## src/rtl/rv32i_ifetch.sv

```systemverilog
// Purpose: RV32I instruction fetch; reads the ITCM and streams {pc, inst} to decode.
// Latency: 2 cycles issue-to-valid (1-cycle ITCM read + capture into the output buffer).
// Backpressure: out_ready low stops pops; issue stops once buffered + in-flight words reach 2.
//
// Ports:
//   clk, rst                     clock, asynchronous active-high reset
//   redirect_valid, redirect_pc  load a new fetch PC (bits [1:0] ignored); flushes everything
//   out_valid/out_ready          valid/ready handshake to decode
//   out_inst, out_pc             instruction word and its byte address (buffer head)
//   itcm_wen, itcm_wdata         write side, tied to zero (read-only initiator)
//   itcm_addr, itcm_rdata        byte read address; word returned one cycle later
module rv32i_ifetch #(
    parameter int                    ADDR_WIDTH = 16,
    parameter int                    WORD_WIDTH = 32,
    parameter int                    MASK_WIDTH = 4,
    parameter logic [ADDR_WIDTH-1:0] RESET_PC   = '0
) (
    input  logic                  clk,
    input  logic                  rst,
    input  logic                  redirect_valid,
    input  logic [ADDR_WIDTH-1:0] redirect_pc,
    output logic                  out_valid,
    input  logic                  out_ready,
    output logic [WORD_WIDTH-1:0] out_inst,
    output logic [ADDR_WIDTH-1:0] out_pc,
    output logic [MASK_WIDTH-1:0] itcm_wen,
    output logic [ADDR_WIDTH-1:0] itcm_addr,
    output logic [WORD_WIDTH-1:0] itcm_wdata,
    input  logic [WORD_WIDTH-1:0] itcm_rdata
);

    typedef struct packed {
        logic [ADDR_WIDTH-1:0] pc;
        logic [WORD_WIDTH-1:0] inst;
    } entry_t;

    logic [ADDR_WIDTH-1:0] fetch_pc;
    logic                  inflight;
    logic [ADDR_WIDTH-1:0] inflight_pc;

    entry_t                fifo_q [2];
    logic [1:0]            count;
    logic                  rd_ptr;
    logic                  wr_ptr;

    logic                  pop;
    logic                  push;
    logic                  issue;
    logic [2:0]            occupancy;

    // The two low PC bits never reach the ITCM; redirect targets are word-aligned here.
    logic                  unused_redirect_lsbs;
    assign unused_redirect_lsbs = ^redirect_pc[1:0];

    assign itcm_wen   = '0;
    assign itcm_wdata = '0;
    assign itcm_addr  = fetch_pc;

    assign out_valid = (count != 2'd0) & ~redirect_valid;
    assign pop       = out_valid & out_ready;
    assign out_pc    = fifo_q[rd_ptr].pc;
    assign out_inst  = fifo_q[rd_ptr].inst;

    // A response arriving in a redirect cycle belongs to the abandoned path.
    assign push = inflight & ~redirect_valid;

    // Credit check: words that will occupy the buffer after this cycle's pop.
    // Issuing only while that is below 2 leaves room for the new response.
    assign occupancy = {1'b0, count} + {2'b00, inflight} - {2'b00, pop};
    assign issue     = ~redirect_valid & (occupancy < 3'd2);

    always_ff @(posedge clk or posedge rst) begin
        if (rst) begin
            fetch_pc    <= RESET_PC;
            inflight    <= 1'b0;
            inflight_pc <= '0;
        end else if (redirect_valid) begin
            fetch_pc    <= {redirect_pc[ADDR_WIDTH-1:2], 2'b00};
            inflight    <= 1'b0;
        end else if (issue) begin
            fetch_pc    <= fetch_pc + ADDR_WIDTH'(4);
            inflight    <= 1'b1;
            inflight_pc <= fetch_pc;
        end else begin
            inflight    <= 1'b0;
        end
    end

    always_ff @(posedge clk or posedge rst) begin
        if (rst) begin
            count  <= 2'd0;
            rd_ptr <= 1'b0;
            wr_ptr <= 1'b0;
        end else if (redirect_valid) begin
            count  <= 2'd0;
            rd_ptr <= 1'b0;
            wr_ptr <= 1'b0;
        end else begin
            count <= count + {1'b0, push} - {1'b0, pop};
            if (push) wr_ptr <= ~wr_ptr;
            if (pop)  rd_ptr <= ~rd_ptr;
        end
    end

    // Payload storage needs no reset: count gates every read of it.
    always_ff @(posedge clk) begin
        if (push) begin
            fifo_q[wr_ptr] <= '{pc: inflight_pc, inst: itcm_rdata};
        end
    end

endmodule

```

## config.mk

```make
export PLATFORM = sky130hd
export DESIGN_NAME = rv32i_ifetch
export DESIGN_NICKNAME = d
export VERILOG_FILES = /design/src/rtl/rv32i_ifetch.sv
export SDC_FILE = /design/constraint.sdc
export NUM_CORES = 1
export LEC_CHECK = 0
export CAP_MARGIN = 25
export CORE_MARGIN = 2
export CORE_UTILIZATION = 50
export CTS_BUF_LIST = sky130_fd_sc_hd__clkbuf_4
export DETAILED_ROUTE_END_ITERATION = 10
export GPL_ROUTABILITY_DRIVEN = 0
export PLACE_DENSITY = 0.84
export SETUP_SLACK_MARGIN = 0.5
export SYNTH_ARGS = -nofsm -noshare
export SYNTH_HDL_FRONTEND = slang
export SYNTH_SLANG_ARGS = --single-unit
export TNS_END_PERCENT = 1
```

## constraint.sdc

```tcl
create_clock -name clk -period 5.6 [get_ports clk]
set_clock_uncertainty 0.1 [all_clocks]
set_input_delay 1.12 -clock clk [delete_from_list [all_inputs] [get_ports clk]]
set_output_delay 1.12 -clock clk [all_outputs]
set_load 0.02 [all_outputs]
```

==> summary.md <==
| Metric | Value |
|---|---|
| Yosys reg bits | 125 |
| Via count | 2974 |
| End-of-flow core utilization | 65.2% |
| Number of diodes | 0 |
| Setup violations, final | 0 |
| Fraction of registers with async set/reset | 26.4% |
| CTS Sinks | 125 |
| Overall routing resource usage | 17.0% |
| Max-cap viol count | 0 |
| Post-route minimum period | 4.04 ns |
| DIE HEIGHT | 106 um |
| Leak Pwr | 2.45 nW |
| Reg2reg end | inflight_pc[7]$_DFFE_PP0P_ |
| Area Growth Syn to Fin | 28.4% |
| Synth Cell Area | 5200 um2 |
| Placement Cell Area | 6320 um2 |
| Slew @ Worst Pin | 0.830 ns |
| # IOs | 153 |
| 1st-pass router iterations | 5 |
| Yosys Warn Count | 0 |
| Initial DRC Count | 76 |
| Vias per std cell | 4.92 |
| Worst slew margin | 44.6% |
| Worst skew pair latency | 0.50 ns |
| Worst Path Max Fanout | 15 |
| Sequential Power Share | 43.3% |
| Cells after Synth | 331 |
| Core area | 10200 um2 |
| Hold Buf Count CTS | 0 |
| Detailed Place HPWL | 6.24 mm |
| HP Start | inflight_pc[10]$_DFFE_PP0P_ |
| Outcome | finished, final reports clean |
| Die X | 106 um |
| Placed insts | 570 |
| DRC viols | 0 |
| Fraction of layout cells with a size suffix above 1 | 21.4% |
| Pwr Total | 3.12 mW |
| Layout Nets | 512 |
| Share of the cycle needed by the critical path after routing | 72.1% |
| Top post-synthesis cells by count | edfxtp_1, mux2_2, buf_4 |
| Antenna viol nets, final | 0 |
| Count leader, synth | edfxtp_1 |
| Resized Gates After CTS | 0 |
| CTS tree | done |
| Logic gate share of total power | 35.5% |
| Initial Utilization | 50.8% |
| Kind of end point of the critical path | flip-flop |
| Hold path cells | 0 |
| Top post-synthesis cells by area | edfxtp_1, dfrtp_1, mux2_2, buf_4, xnor2_1 |
| Port Buffers | 110 |
| Area of the multi-input gates | 1400 um2 |
| Top_reg_cell synth | edfxtp_1 |
| Worst vdd ir | 0.000269 V |
| Seq/Total Area, Yosys | 69.0% |
| Grt total ovfl | 0 |
| Cell accounting for the most synthesized area | edfxtp_1 |
| CTS buffer count | 17 |
| Setup TNS | 0 ns |
| H-Tree Depth | 4 |
| Internal power | 2.16 mW |
| Net switching power | 958 uW |
| Clk slew on worst S/H paths | 0.09 ns |
| Worst Path Arrival | 4.32 ns |
| RSZ-0062 raised after global routing | false |
| Initial antenna violation count | 0 |
| CP Launch Type | input pin |
| Die area | 11200 um2 |
| Clk pwr share | 21.2% |
| Yosys top cell area share | 53.1% |
| Reg area | 3590 um2 |
| Largest net degree at the start of global routing | 49 |
| Final instance area | 6680 um2 |
| Launching point of the worst reg2reg path | count[1]$_DFF_PP0_ |
| Count of different cell masters after synthesis | 36 |
| # fillers | 752 |
| CTS max path bufs | 2 |
| CP required | 5.88 ns |
| Pwr dens | 467 nW/um2 |
| Final wirelength | 9.23 mm |
| Worst Hold End | fifo_q[1][42]$_DFFE_PP_ |
| CTS root buf | clkbuf_4 |
| Routed len/inst | 15.3 um |
| Avg Cell Area, Syn | 15.7 um2 |
| Post-synth EDFFs | 92 |
| Fmax | 0.248 GHz |
| Reg2reg setup slack | 2.08 ns |
| Sw Share | 30.7% |
| Post-CTS Setup Repair Bufs | 0 |
| # rows | 37 |
| Crit Path Category | in -> reg |
| Worst hold path type | reg -> reg |
| Fin. Hold Viols | 0 |
| Cells on worst reg2reg path | 10 |
| First-pass GRT wire length | 14.2 mm |
| Slew Viols, Final | 0 |
| Final std cells w/o fill | 604 |
| Vias in the first global route | 2868 |
through the flow:
stage | setup WS, ns | hold WS (ns)
floorplan | 1.59 | 0.338
global placement | 1.16 | 0.349
detailed placement | 1.08 | 0.355
CTS | 1.62 | 0.379
global route | 1.43 | 0.396
finish | 1.56 | 0.373
state kept, by name, summed over array words and instances (netlist names):
| name | count |
|---|---|
| inflight_pc | 14 |
| rd_ptr | 1 |
| count | 2 |
| itcm_addr | 14 |
| wr_ptr | 1 |
| fifo_q | 92 |
| inflight | 1 |
cells in the final DEF (no fill, tap or decap), drive strengths merged, types with 2 or more instances in the layout:
master | netlist | routed
xnor2 | 9 | 9
nand2 | 16 | 16
dfrtp | 33 | 33
ha | 4 | 4
mux2i | 2 | 2
bufinv | 0 | 4
clkinv | 1 | 7
nor2 | 11 | 11
a31oi | 3 | 3
inv | 4 | 4
or3 | 5 | 5
nor3b | 2 | 2
buf | 45 | 6
nor4 | 4 | 4
clkdlybuf4s50 | 0 | 110
mux2 | 60 | 60
nand3 | 4 | 4
nand4 | 2 | 2
clkbuf | 5 | 22
xor2 | 4 | 4
conb | 1 | 40
edfxtp | 92 | 92
nand2b | 2 | 2
o21ai | 12 | 12
layer usage:
metal,routed length (um),part of all wire [%],GRT usage (%),up-vias
met3,715,7.7,6.38,14
met2,4580,50,27.8,138
met5,0,0,0,-
met4,138,1.5,7.33,0
li1,-,-,-,1382
met1,3790,41,20.3,1440
power by group through the flow:
stage | clock [mW] | combinational (mW) | sequential [mW]
2_1_floorplan | 0 | 0.702 | 1.36
3_3_place_gp | 0 | 1.02 | 1.40
3_5_place_dp | 0 | 1.05 | 1.41
4_1_cts | 0.680 | 1.06 | 1.40
5_1_grt | 0.718 | 1.18 | 1.38
6_report | 0.662 | 1.11 | 1.35
worst max path at each step:
stage / slack [ns] / endpoint / startpoint
2_1_floorplan: 1.59 / itcm_addr[14]$_DFFE_PP0P_ / redirect_valid
3_3_place_gp: 1.16 / inflight_pc[3]$_DFFE_PP0P_ / redirect_valid
3_5_place_dp: 1.08 / inflight_pc[14]$_DFFE_PP0P_ / redirect_valid
4_1_cts: 1.62 / inflight_pc[7]$_DFFE_PP0P_ / redirect_valid
5_1_grt: 1.43 / inflight_pc[15]$_DFFE_PP0P_ / redirect_valid
6_report: 1.56 / inflight_pc[7]$_DFFE_PP0P_ / redirect_valid
worst max-delay path: stages:
cell             delay (ns)
clkdlybuf4s50_1        0.42
nor2_1                 0.13
and2_1                 0.24
ha_1                   0.26
nand2b_1               0.15
fa_1                   0.38
xor2_1                 0.25
nand2b_1               0.28
nor2_2                 0.66
mux2_2                 0.42
area by class of cell:
cell class / count / share of cell area [%]
clock inverters: 10 / 2.19
well taps: 136 / 2.55
clock buffers: 22 / 2.47
inverters: 5 / 0.281
flip-flops and latches: 125 / 53.8
repair buffers: 116 / 17.7
multi-input cells: 190 / 21.0
kinds of logic (layout without fill, tap and decap cells):
kind of cell	Yosys count	in the layout	share of synthesized area, %
buf+inv	55	153	7.03
other cells	1	40	0.0721
fa+ha+maj	5	5	1.35
flops	125	125	69.0
compound gates	17	17	1.85
simple gates	53	53	5.13
xor+xnor	13	13	2.19
mux	62	62	13.4
(Power assumes the default switching activity.)
